`config.mk`:
```
export PLATFORM = sky130hd
export DESIGN_NAME = tank_move_ctrl
export DESIGN_NICKNAME = d
export VERILOG_FILES = /design/src/rtl/tank_move_ctrl.sv
export SDC_FILE = /design/constraint.sdc
export NUM_CORES = 1
export LEC_CHECK = 0
export CORE_UTILIZATION = 60
export CTS_CLUSTER_SIZE = 40
export DETAILED_ROUTE_END_ITERATION = 6
export MAX_ROUTING_LAYER = met4
export PLACE_DENSITY = 0.89
export SYNTH_ARGS = -nofsm -noshare
export SYNTH_HDL_FRONTEND = slang
export SYNTH_SLANG_ARGS = --single-unit
```
`constraint.sdc`:
```
create_clock -name clk -period 6.2 [get_ports clk]
set_clock_uncertainty 0.05 [all_clocks]
set_input_delay 1.24 -clock clk [delete_from_list [all_inputs] [get_ports clk]]
set_output_delay 1.24 -clock clk [all_outputs]
set_load 0.02 [all_outputs]
```
`src/rtl/tank_move_ctrl.sv`:
```
// Tank movement controller: step-rate divider, turn-before-move, boundary
// saturation and a hit/respawn state machine for a single tank.
module tank_move_ctrl #(
   parameter int unsigned MOVE_DIV      = 25000000,
   parameter int unsigned RESPAWN_TICKS = 8,
   parameter int unsigned X_MAX         = 15,
   parameter int unsigned Y_MAX         = 21,
   parameter int unsigned X_INIT        = 7,
   parameter int unsigned Y_INIT        = 21,
   parameter logic [1:0]  DIR_INIT      = 2'b00
) (
   input  logic       clk,
   input  logic       rst_n,
   input  logic       enable,
   input  logic       btn_up,
   input  logic       btn_down,
   input  logic       btn_left,
   input  logic       btn_right,
   input  logic       tank_hit,
   output logic [4:0] x_rel_pos,
   output logic [4:0] y_rel_pos,
   output logic [1:0] tank_dir,
   output logic       tank_state,
   output logic       move_pulse
);

   localparam int unsigned     CntW     = $clog2(MOVE_DIV);
   localparam logic [CntW-1:0] CntLast  = CntW'(MOVE_DIV - 1);
   localparam logic [7:0]      DeadLast = 8'(RESPAWN_TICKS - 1);
   localparam logic [4:0]      XMax     = 5'(X_MAX);
   localparam logic [4:0]      YMax     = 5'(Y_MAX);
   localparam logic [4:0]      XInit    = 5'(X_INIT);
   localparam logic [4:0]      YInit    = 5'(Y_INIT);

   localparam logic [1:0] DirUp    = 2'b00;
   localparam logic [1:0] DirDown  = 2'b01;
   localparam logic [1:0] DirLeft  = 2'b10;
   localparam logic [1:0] DirRight = 2'b11;

   typedef enum logic [0:0] {StAlive, StDead} state_e;

   state_e          state_q, state_d;
   logic [CntW-1:0] cnt_q, cnt_d;
   logic [7:0]      dead_q, dead_d;
   logic [4:0]      x_q, x_d, y_q, y_d;
   logic [1:0]      dir_q, dir_d;
   logic            pulse_q, pulse_d;
   logic            tick;
   logic            req_valid;
   logic [1:0]      req_dir;

   // Fixed-priority button decode: up > down > left > right.
   always_comb begin
      req_valid = btn_up | btn_down | btn_left | btn_right;
      if (btn_up) begin
         req_dir = DirUp;
      end else if (btn_down) begin
         req_dir = DirDown;
      end else if (btn_left) begin
         req_dir = DirLeft;
      end else begin
         req_dir = DirRight;
      end
   end

   // Step-rate divider; frozen while the game is paused.
   always_comb begin
      tick = enable && (cnt_q == CntLast);
      if (!enable) begin
         cnt_d = cnt_q;
      end else if (cnt_q == CntLast) begin
         cnt_d = '0;
      end else begin
         cnt_d = cnt_q + 1'b1;
      end
   end

   // Next-state: hit beats a coincident tick; a mismatching request only turns.
   always_comb begin
      state_d = state_q;
      dead_d  = dead_q;
      x_d     = x_q;
      y_d     = y_q;
      dir_d   = dir_q;
      pulse_d = 1'b0;
      if (enable) begin
         unique case (state_q)
            StAlive: begin
               if (tank_hit) begin
                  state_d = StDead;
                  dead_d  = '0;
               end else if (tick && req_valid) begin
                  if (req_dir != dir_q) begin
                     dir_d = req_dir;
                  end else begin
                     case (dir_q)
                        DirUp: if (y_q != 5'd0) begin
                           y_d     = y_q - 5'd1;
                           pulse_d = 1'b1;
                        end
                        DirDown: if (y_q != YMax) begin
                           y_d     = y_q + 5'd1;
                           pulse_d = 1'b1;
                        end
                        DirLeft: if (x_q != 5'd0) begin
                           x_d     = x_q - 5'd1;
                           pulse_d = 1'b1;
                        end
                        default: if (x_q != XMax) begin
                           x_d     = x_q + 5'd1;
                           pulse_d = 1'b1;
                        end
                     endcase
                  end
               end
            end
            StDead: begin
               if (tick) begin
                  if (dead_q == DeadLast) begin
                     state_d = StAlive;
                     x_d     = XInit;
                     y_d     = YInit;
                     dir_d   = DIR_INIT;
                  end else begin
                     dead_d = dead_q + 8'd1;
                  end
               end
            end
            default: state_d = StAlive;
         endcase
      end
   end

   // State registers with synchronous active-low reset.
   always_ff @(posedge clk) begin
      if (!rst_n) begin
         state_q <= StAlive;
         cnt_q   <= '0;
         dead_q  <= '0;
         x_q     <= XInit;
         y_q     <= YInit;
         dir_q   <= DIR_INIT;
         pulse_q <= 1'b0;
      end else begin
         state_q <= state_d;
         cnt_q   <= cnt_d;
         dead_q  <= dead_d;
         x_q     <= x_d;
         y_q     <= y_d;
         dir_q   <= dir_d;
         pulse_q <= pulse_d;
      end
   end

   assign x_rel_pos  = x_q;
   assign y_rel_pos  = y_q;
   assign tank_dir   = dir_q;
   assign tank_state = (state_q == StAlive);
   assign move_pulse = pulse_q;

endmodule

```
======== Yosys cells after proc, flatten, opt, wreduce, memory -nomap -nowiden ========
Cells that the tools add are included.
cells by class
  muxes and demuxes ....................... 41
  reductions and logical operators ........ 11
  equal/unequal tests ..................... 21
  add/sub/neg operators ................... 6
  bitwise logic cells ..................... 7
operator list
  kind                                                                    number
  5-bit 2-to-1 mux                                                        14
  5-bit case mux with 2 select lines                                      4
  25-bit by 1-bit adder with 25-bit output (second input constant)        1
  25-bit equality test (second input constant)                            1
  25-bit 2-to-1 mux                                                       1
  8-bit 2-to-1 mux                                                        3
  9-bit AND reduction                                                     2
  8-bit case mux with 2 select lines                                      1
  2-bit 2-to-1 mux                                                        7
  5-bit by 1-bit adder with 5-bit output (second input constant)          2
  2-bit != test (second input constant)                                   5
  5-bit nonzero test                                                      2
  5-bit by 1-bit subtractor with 5-bit output (second input constant)     2
  3-bit != test (second input constant)                                   3
  8-bit by 1-bit adder with 8-bit output (second input constant)          1
  8-bit by 3-bit equality test with 1-bit output (second input constant)  1
  1-bit 2-to-1 mux                                                        8
  2-bit by 1-bit != test with 1-bit output (second input constant)        4
  3-bit by 1-bit != test with 1-bit output (second input constant)        2
  6-bit AND reduction                                                     1
  6-bit OR reduction                                                      1
  5-bit by 4-bit != test with 1-bit output (second input constant)        1
  5-bit != test (second input constant)                                   1
  1-bit inverter                                                          4
  11 further kinds                                                        14
storage, ports and cells
  logic and storage cells ................. 93
  bits in registers ....................... 47
  output and inout port bits .............. 14
  input bits .............................. 8

======== Longest topological paths before layout ========
Gate-level depths: netlist of run 1.
  depth after elaboration ................. 8
  mapped depth ............................ 10
  depth with buffers taken out ............ 9

======== Worst setup path before layout of run 1 ========
OpenSTA, ideal clock, no wires.
  kind .................................... in2reg
  start point ............................. input enable
  end point ............................... register y_q[1], in the netlist y_rel_pos[1]
  library setup time ...................... 117 ps
  stages on the path ...................... 6
  arrival time ............................ 2843 ps
  path buffers ............................ 0
  data required time ...................... 6033 ps
  path slack .............................. 3190 ps
  cell sequence ........................... and4_1 > nand3_1 > or4_1 > nor3_1 > o21ai_1 > a32o_1
between the ends
  longest elaborated chain between the ends .. 4
  elaborated cells between the ends (all ways) .. 5
RTL lines
  element                                             RTL line  source
  from (decl)                                         14        input logic enable,
  1-bit logical AND                                   68        tick = enable && (cnt_q == CntLast);
  1-bit logical AND                                   92        end else if (tick && req_valid) begin
  2-bit by 1-bit != test with 1-bit output (no line)  n/a
  9-bit AND reduction (no line) *                     n/a
  to (signal assigned)                                141       y_q <= YInit;
  to (signal assigned)                                149       y_q <= y_d;
  to (decl)                                           45        logic [4:0] x_q, x_d, y_q, y_d;
Mark *: on every way between the ends. The rest lies on a longest branch, timed or not.
A chain may end at the register's enable or synchronous reset.

======== Final worst setup path of run 1 ========
  start point ............................. input enable
  end point ............................... register y_q[3], in the netlist y_rel_pos[3]
The elaborated chain is that of the path after synthesis.

==> results.cfg, run 1 <==
[outcome]
status = complete, no violations

[clocking]
tritoncts = built
post_cts_hold_buffer_count = 0
clk_transition_reported_paths_ps = 80
cts-htree-levels = 2
ctsRootBufferMaster = sky130_fd_sc_hd__clkbuf_8
cts_resized = 0
clock-sinks = 47
post_cts.repair.setup_buffers = 0
clock_insertion_delay_worst_skew_ps = 300
cts_bufs_inserted = 5
ctsLongestPathBuffers = 2

[yosys]
yosysWarnings = 0
yosys_register_bits = 47
synthesis.area_per_instance_sq_um = 8.502
post_synth_num_cell_types = 52
edff_count_synth = 0
netlist_instances = 312
synthTopCellsByArea = sky130_fd_sc_hd__dfxtp_1 (35%), sky130_fd_sc_hd__nor2_1 (6.7%), sky130_fd_sc_hd__xor2_1 (6.6%)
synth.cell_area_sq_um = 2653
post-synth-top-area-cell = sky130_fd_sc_hd__dfxtp_1
synthFlopType = sky130_fd_sc_hd__dfxtp_1
area_share_of_the_largest_cell_type_after_synthesis_pct = 35.47
synth_top_cells_by_count = sky130_fd_sc_hd__dfxtp_1 (47), sky130_fd_sc_hd__nor2_1 (47), sky130_fd_sc_hd__xor2_1 (20), sky130_fd_sc_hd__nand2_1 (19), sky130_fd_sc_hd__xnor2_1 (15)
synthArstFlopShare_pct = 0
postSynthNetCount = 330
synth_seq_area_share_pct = 35.47

[worst_setup_path]
critical_path_startpoint_category = input pin
worst_ep_required_time_ps = 6350
regToRegEndpoint = y_rel_pos[3]
cpMaxStageDelayCell = sky130_fd_sc_hd__clkdlybuf4s50_1
r2r_start = cnt_q[0]
critical_path.cell_chain = clkdlybuf4s50_1 > and4_1 > nand3_1 > or4_1 > nor3_1 > o21ai_1 > a32o_1
reg2regPathDepth = 7
worstPathMaxFanout = 11
crit_path_end_kind = flop
setup.worst_path.class = in2reg
arrival_ps = 3890
reg2reg_setup_slack_ps = 3550
max_stage_delay_ps = 690

[cells_and_area]
finish.net_count = 346
layout_cells_sized_above_1_pct = 3.670
antenna_cells = 0
relative_area_change_from_synthesis_to_final_layout_pct = 10.99

[detailed_routing]
drtPass1Iterations = 4
route.final.wire_length_mm = 5.311
drt.antenna.violating_nets = 0
post_drt_via_cell_ratio = 6.103
drt_iter0_drc = 149
routed-via-count = 2301
drc_errors = 0
route.detailed.wl_per_inst_um = 14.09

[worst_hold_path]
holdCritStartpoint = dead_q[1]
timing.hold.worst.class = reg2reg
hold_depth = 2
timing.hold.worst_endpoint = dead_q[1]

[power_and_ir_drop]
design_power_total_mw = 0.5108
p_leak_nw = 1.021
cellPowerDensity_nw_per_um2 = 173.5
ir_drop_uv = 120.4

[sta]
worst_pin_slew_ps = 809.1
final-max-slew-violation-count = 0
fin_hold_viols = 0
relative_slew_slack_pct = 45.93
setup_slack_ps = 2459
clock.fmax_ghz = 0.2673
rsz0062_at_grt = false
final.min_clock_period_ps = 3741
report.final.setup_viol = 0
setup-tns-final_ps = 0
fin_crit_sh_pct = 60.34

[grt]
first_pass_grt_wire_length_mm = 8.935
grt.total_usage_pct = 26.12
vias_in_the_first_global_route = 2067
grt_start_max_net_pins = 25
number_of_antenna_violations_at_the_first_check_in_global_routing = 0
grt-ovfl-total = 0

[placement]
dp_worst_setup_slack_ps = 2186
finalWeightedCongestion = 0.8174
place.detailed.hpwl_mm = 3.891
port-buffer-count = 21

[job]
max_cap_violations = 0

[die]
floorplan.rows = 23
start_util_pct = 64.46
die_ar_sq_um = 4691
die_span_y_um = 68.49
design.portCount = 22
fp.dieW_um = 68.49
coreArea_sq_um = 4115
worst max path at each step:
stage | from | endpoint
2_1_floorplan | enable | y_rel_pos[1]
3_3_place_gp | enable | y_rel_pos[1]
3_5_place_dp | enable | y_rel_pos[3]
4_1_cts | enable | y_rel_pos[3]
5_1_grt | enable | y_rel_pos[3]
6_report | enable | y_rel_pos[3]
cell families (layout without fill, tap and decap cells):
family                   Yosys count  in the layout  share of synthesized area [%]
AND/OR/NAND/NOR                  147            147                          29.53
AO/OA/AOI/OAI                     47             47                          12.97
flip-flops                        47             47                          35.47
XOR/XNOR                          35             35                          11.56
buffers and inverters             21             36                          3.302
adder cells (fa/ha/maj)           10             10                          5.283
multiplexers                       5              5                          1.887
report_power, final:
part	internal [mW]	switching, mW	total, mW
registers	0.304	0.00439	0.309
clock network	0.0753	0.0940	0.169
logic	0.0129	0.0201	0.0330
critical path, delay by kind of cell:
family / cells / cell delay [ps]
AO/OA/AOI/OAI: 2 / 520
buffers and inverters: 1 / 690
AND/OR/NAND/NOR: 4 / 1440
metal layers:
metal	up-vias	GRT usage (%)	share of wire, %
met5	-	-	0
met4	0	7.813	1.1
met1	1094	29.20	45
met3	4	5.099	3.7
met2	50	46.69	50
li1	1153	-	-
cell usage in the layout (no fill, tap or decap), types with 7 or more instances in the layout:
cell type	n
sky130_fd_sc_hd__a21oi_1	11
sky130_fd_sc_hd__clkdlybuf4s50_1	21
sky130_fd_sc_hd__dfxtp_1	47
sky130_fd_sc_hd__ha_1	8
sky130_fd_sc_hd__inv_1	7
sky130_fd_sc_hd__nand2_1	19
sky130_fd_sc_hd__nand3_1	14
sky130_fd_sc_hd__nand4_1	13
sky130_fd_sc_hd__nor2_1	47
sky130_fd_sc_hd__nor3_1	10
sky130_fd_sc_hd__o21ai_0	9
sky130_fd_sc_hd__xnor2_1	15
sky130_fd_sc_hd__xor2_1	20
per-stage QoR:
step	util [%]	std cells	area, sq um	hold WS, ps
CTS	71.54	377	2944	435.3
detailed placement	69.78	371	2872	425.1
floorplan	-	312	2653	394.4
global placement	69.78	371	2872	410.7
finish	71.54	377	2944	434.9
global route	71.54	377	2944	441.3
area by class of cell:
type                    instances  area [sq um]
multi-input cells             244          1624
fillers                       344          1171
flip-flops and latches         47         940.9
repair buffers                 21         210.2
clock buffers                   6         72.57
well taps                      50         62.56
inverters                       9         33.78
registers in the layout, summed over array words and instances, names as in the netlist:
name        count
cnt_q          25
dead_q          8
move_pulse      1
state_q         1
tank_dir        2
x_rel_pos       5
y_rel_pos       5
(Power assumes the default switching activity.)
==> run 2, diff against run 1 <==
- CORE_UTILIZATION: 60 -> 52
- PLACE_DENSITY: 0.89 -> 0.83
- clock period: 6.2 -> 3.4 ns (I/O delays scaled with it)
==> run 2 against run 1 <==
Hold slack better by 1.8 ps. Register-to-register slack got worse by 2800 ps. Core utilization fell by 8.9 points. Combinational power is 110% higher. Largest cell class unchanged. Largest power group unchanged.
==> results.cfg, run 2 (synthesis results as in run 1) <==
[cells_and_area]
biggestRegsByFlops = cnt_q x25, dead_q x8
regArea_sq_um = 940.9
largest_register_ffs = 25
antenna_cells = 0
nFillCells = 429
finish.net_count = 349
layout_cells_sized_above_1_pct = 4.834
top_register = cnt_q
finish.instance_area_sq_um = 3018
mostFrequentLayoutCells = sky130_fd_sc_hd__nor2_1 (47), sky130_fd_sc_hd__dfxtp_1 (47), sky130_fd_sc_hd__clkdlybuf4s50_1 (21)
count_of_placed_standard_cells_in_the_final_layout_fillers_left_out = 398
relative_area_change_from_synthesis_to_final_layout_pct = 13.77
multi_input_comb_area_sq_um = 1624

[worst_hold_path]
timing.hold.worst.class = reg2reg
holdCritStartpoint = dead_q[1]
timing.hold.worst_endpoint = dead_q[1]
hold_depth = 2

[grt]
grt_start_max_net_pins = 25
vias_in_the_first_global_route = 2083
number_of_antenna_violations_at_the_first_check_in_global_routing = 0
grt.met2_usage_pct = 37.55
grt.total_usage_pct = 22.76
first_pass_grt_wire_length_mm = 9.321
global_route.peak_usage_layer = met2
grt-ovfl-total = 0
grtUsageMet1_pct = 27.78
groute.layer.met3.usage_pct = 4.252

[detailed_routing]
drt_iter0_drc = 143
route.detailed.wl_per_inst_um = 13.66
drt.antenna.violating_nets = 0
post_drt_via_cell_ratio = 5.658
drtPass1Iterations = 4
drc_errors = 0
routed-via-count = 2252
route.final.wire_length_mm = 5.436

[sta]
relative_slew_slack_pct = 63.05
final-max-slew-violation-count = 0
final.min_clock_period_ps = 2858
report.final.setup_viol = 0
clock.fmax_ghz = 0.3499
fin_crit_sh_pct = 84.06
setup-tns-final_ps = 0
rsz0062_at_grt = false
worst_pin_slew_ps = 549.5
fin_hold_viols = 0

[clocking]
clock-sinks = 47
cts_resized = 0
clock_insertion_delay_worst_skew_ps = 300
ctsLongestPathBuffers = 2
clk_transition_reported_paths_ps = 90
tritoncts = built
ctsRootBufferMaster = sky130_fd_sc_hd__clkbuf_8
cts_bufs_inserted = 5
post_cts_hold_buffer_count = 0
post_cts.repair.setup_buffers = 0
cts-htree-levels = 2

[worst_setup_path]
regToRegEndpoint = y_rel_pos[3]
worst_ep_required_time_ps = 3540
crit_path_end_kind = flop
critical_path_startpoint_category = input pin
r2r_start = cnt_q[0]
reg2reg_setup_slack_ps = 760
arrival_ps = 3000
worstPathMaxFanout = 4
reg2regPathDepth = 7
setup.worst_path.class = in2reg

[placement]
dpl.cell_count = 391
finalWeightedCongestion = 0.8177
port-buffer-count = 21
place.detailed.hpwl_mm = 3.878
post_dp_cell_area_sq_um = 2915

[power_and_ir_drop]
p_leak_nw = 1.050
design_power_total_mw = 1.021
cellPowerDensity_nw_per_um2 = 338.4
ir_drop_uv = 260.2

[job]
max_cap_violations = 0

[die]
floorplan.rows = 25
coreArea_sq_um = 4817
design.portCount = 22
start_util_pct = 55.06
die_ar_sq_um = 5391
die_span_y_um = 73.42
fp.dieW_um = 73.42

[outcome]
status = complete, no violations
[run 2: cell types whose count changed in the layout (fill, tap and decap cells not counted), sizes merged]
cell	previous run	this run
bufinv	0	1
buf	0	3
[run 2: layer usage]
metal / share of wire, % / routed length [um] / vias up
met3: 3.8 / 204 / 6
met5: 0 / 0 / -
li1: - / - / 1161
met4: 1.0 / 55 / 0
met1: 47 / 2570 / 1029
met2: 48 / 2606 / 56
[run 2: critical path, stage by stage]
cell                              delay [ps]
sky130_fd_sc_hd__clkdlybuf4s50_1         470
sky130_fd_sc_hd__and4_1                  230
sky130_fd_sc_hd__nand3_1                 180
sky130_fd_sc_hd__or4_1                   570
sky130_fd_sc_hd__nor3_1                  350
sky130_fd_sc_hd__o21ai_1                 210
sky130_fd_sc_hd__a32o_1                  300
[run 2: worst max-delay path by stage]
| stage | cells past startpoint | end | from |
|---|---|---|---|
| detailed placement | 7 | y_rel_pos[3] | enable |
| finish | 7 | y_rel_pos[3] | enable |
| CTS | 7 | y_rel_pos[3] | enable |
| global placement | 7 | x_rel_pos[4] | enable |
| floorplan | 6 | y_rel_pos[1] | enable |
| global route | 7 | y_rel_pos[3] | enable |
[run 2: through the flow]
stage	util (%)	hold WS, ps	setup WS, ps
floorplan	-	394.4	950.1
global placement	60.52	413.5	346.2
detailed placement	60.52	418.8	226.7
CTS	62.65	435.5	541.5
global route	62.65	473.7	331.2
finish	62.65	436.8	542.1
[run 2: final cells by class]
cell class	count	share of cell area, %
tap	67	2.778
sequential	47	31.18
multi-input combinational	244	53.81
clock inverter	1	0.9950
inverter	9	1.119
timing repair buffer	24	7.711
clock buffer	6	2.405
[run 2: report_power, final]
part / internal, mW / leakage [nW] / switching, mW
sequential: 0.555 / 0.379 / 0.00425
combinational: 0.0264 / 0.620 / 0.0422
clock: 0.216 / 0.0513 / 0.178
==> run 3, diff against run 2 <==
- clock period: 3.4 -> 2.3 ns (I/O delays scaled with it)
==> run 3 against run 2 <==
Sequential share of layout area down 3.2 points. Register-to-register slack worse by 640 ps. Via count up 10%. Clock power up 39%.
==> results.cfg, run 3 (synthesis results as in run 1) <==
[sta]
relative_slew_slack_pct = 62.02
fin_hold_viols = 0
fin_crit_sh_pct = 94.97
setup-tns-final_ps = 0
report.final.setup_viol = 0
final.min_clock_period_ps = 2184
clock.fmax_ghz = 0.4578
worst_pin_slew_ps = 562.3
rsz0062_at_grt = false
final-max-slew-violation-count = 0

[worst_hold_path]
timing.hold.worst.class = reg2reg
holdCritStartpoint = dead_q[1]
timing.hold.worst_endpoint = dead_q[1]
hold_depth = 2

[worst_setup_path]
regToRegEndpoint = x_rel_pos[4]
r2r_start = cnt_q[17]
crit_path_end_kind = flop
arrival_ps = 2400
critical_path_startpoint_category = flop
worst_ep_required_time_ps = 2510
worstPathMaxFanout = 8
reg2reg_setup_slack_ps = 120
reg2regPathDepth = 7
setup.worst_path.class = reg2reg
startpoint = cnt_q[17]

[power_and_ir_drop]
cell_internal_pwr_mw = 1.160
p_leak_nw = 1.257
share_seq_of_total_power_pct = 55.0
ir_drop_uv = 298.5
total_switching_power_mw = 0.3536
cellPowerDensity_nw_per_um2 = 448.3
sw_frac_of_total_pct = 23.37
design_power_total_mw = 1.513
pwr-share-comb_pct = 8.8
share_clk_of_total_power_pct = 36.2

[cells_and_area]
mostFrequentLayoutCells = sky130_fd_sc_hd__nor2_1 (47), sky130_fd_sc_hd__dfxtp_1 (43), sky130_fd_sc_hd__buf_4 (40)
postLayoutCoreUtil_pct = 70.08
largest_register_ffs = 25
relative_area_change_from_synthesis_to_final_layout_pct = 27.26
top_register = cnt_q
finish.net_count = 387
antenna_cells = 0
most_common_cell_after_layout_fill_and_taps_aside = sky130_fd_sc_hd__nor2_1
layout_cells_sized_above_1_pct = 17.84
biggestRegsByFlops = cnt_q x25, dead_q x8

[die]
start_util_pct = 55.06
fp.dieW_um = 73.42
coreArea_sq_um = 4817
die_ar_sq_um = 5391
die_span_y_um = 73.42
design.portCount = 22
floorplan.rows = 25

[outcome]
status = complete, no violations

[placement]
finalWeightedCongestion = 0.8720
port-buffer-count = 21
place.detailed.hpwl_mm = 4.528

[clocking]
clock_insertion_delay_worst_skew_ps = 310
clk_transition_reported_paths_ps = 90
post_cts_hold_buffer_count = 0
clock-sinks = 47
cts_bufs_inserted = 5
ctsRootBufferMaster = sky130_fd_sc_hd__clkbuf_8
ctsLongestPathBuffers = 2
cts-htree-levels = 2
tritoncts = built

[detailed_routing]
post_drt_via_cell_ratio = 5.670
drc_errors = 0
drtPass1Iterations = 4
drt_iter0_drc = 116
routed-via-count = 2478
drt.antenna.violating_nets = 0
route.detailed.wl_per_inst_um = 14.17
route.final.wire_length_mm = 6.194

[grt]
grt_start_max_net_pins = 25
vias_in_the_first_global_route = 2237
grt.total_usage_pct = 24.96
first_pass_grt_wire_length_mm = 9.942
number_of_antenna_violations_at_the_first_check_in_global_routing = 0
grt-ovfl-total = 0

[job]
max_cap_violations = 0
run 3: worst max path at each step:
stage	cells after the start	endpoint
global route	7	x_rel_pos[4]
detailed placement	7	y_rel_pos[3]
finish	7	x_rel_pos[4]
floorplan	7	y_rel_pos[1]
CTS	9	x_rel_pos[4]
global placement	7	y_rel_pos[1]
run 3: timing repair:
| action | in CTS | in global routing |
|---|---|---|
| gates resized for setup | 1 | 14 |
| pin swaps | 1 | 5 |
| buffers inserted | 1 | 3 |
| setup endpoints to repair | 8 | 11 |
run 3: through the flow:
stage / hold WS (ps) / instance area (sq um) / cells / setup WS (ps)
after floorplan: 394.4 / 2659 / 312 / 29.49
after global placement: 410.8 / 3196 / 426 / -317.6
after detailed placement: 418.8 / 3196 / 426 / -408.2
after CTS: 429.1 / 3308 / 435 / 0.2622
after global routing: 467.4 / 3376 / 437 / 23.48
final: 429.3 / 3376 / 437 / 115.7
run 3: power groups by stage:
stage / combinational (mW) / sequential, mW / clock, mW
finish: 0.133 / 0.833 / 0.547
global route: 0.146 / 0.834 / 0.591
CTS: 0.129 / 0.829 / 0.555
detailed placement: 0.127 / 0.848 / 0
global placement: 0.124 / 0.848 / 0
floorplan: 0.0646 / 0.844 / 0
run 3: metal layers:
metal	wire (um)	vias to the layer above	share of wire, %	track usage [%]
li1	-	1240	-	-
met1	2734	1149	44	28.74
met2	3039	72	49	41.46
met3	233	17	3.8	4.801
met4	187	0	3.0	12.61
met5	0	-	0	-
run 3: cell type report:
cell class	instances	area, sq um
Timing Repair Buffer	62	533.0
Inverter	9	33.78
Sequential cell	47	945.9
Tap cell	67	83.83
Clock buffer	8	100.1
Fill cell	392	1441
Multi-Input combinational cell	244	1679
run 3: critical path, cell delays in order (launching register included):
cell and delay (ps):
sky130_fd_sc_hd__dfxtp_1 340, sky130_fd_sc_hd__nor4bb_1 350, sky130_fd_sc_hd__nand4_1 200, sky130_fd_sc_hd__or3_4 400, sky130_fd_sc_hd__a2111oi_4 270, sky130_fd_sc_hd__buf_4 210
sky130_fd_sc_hd__nor4b_4 200, sky130_fd_sc_hd__o21a_1 130
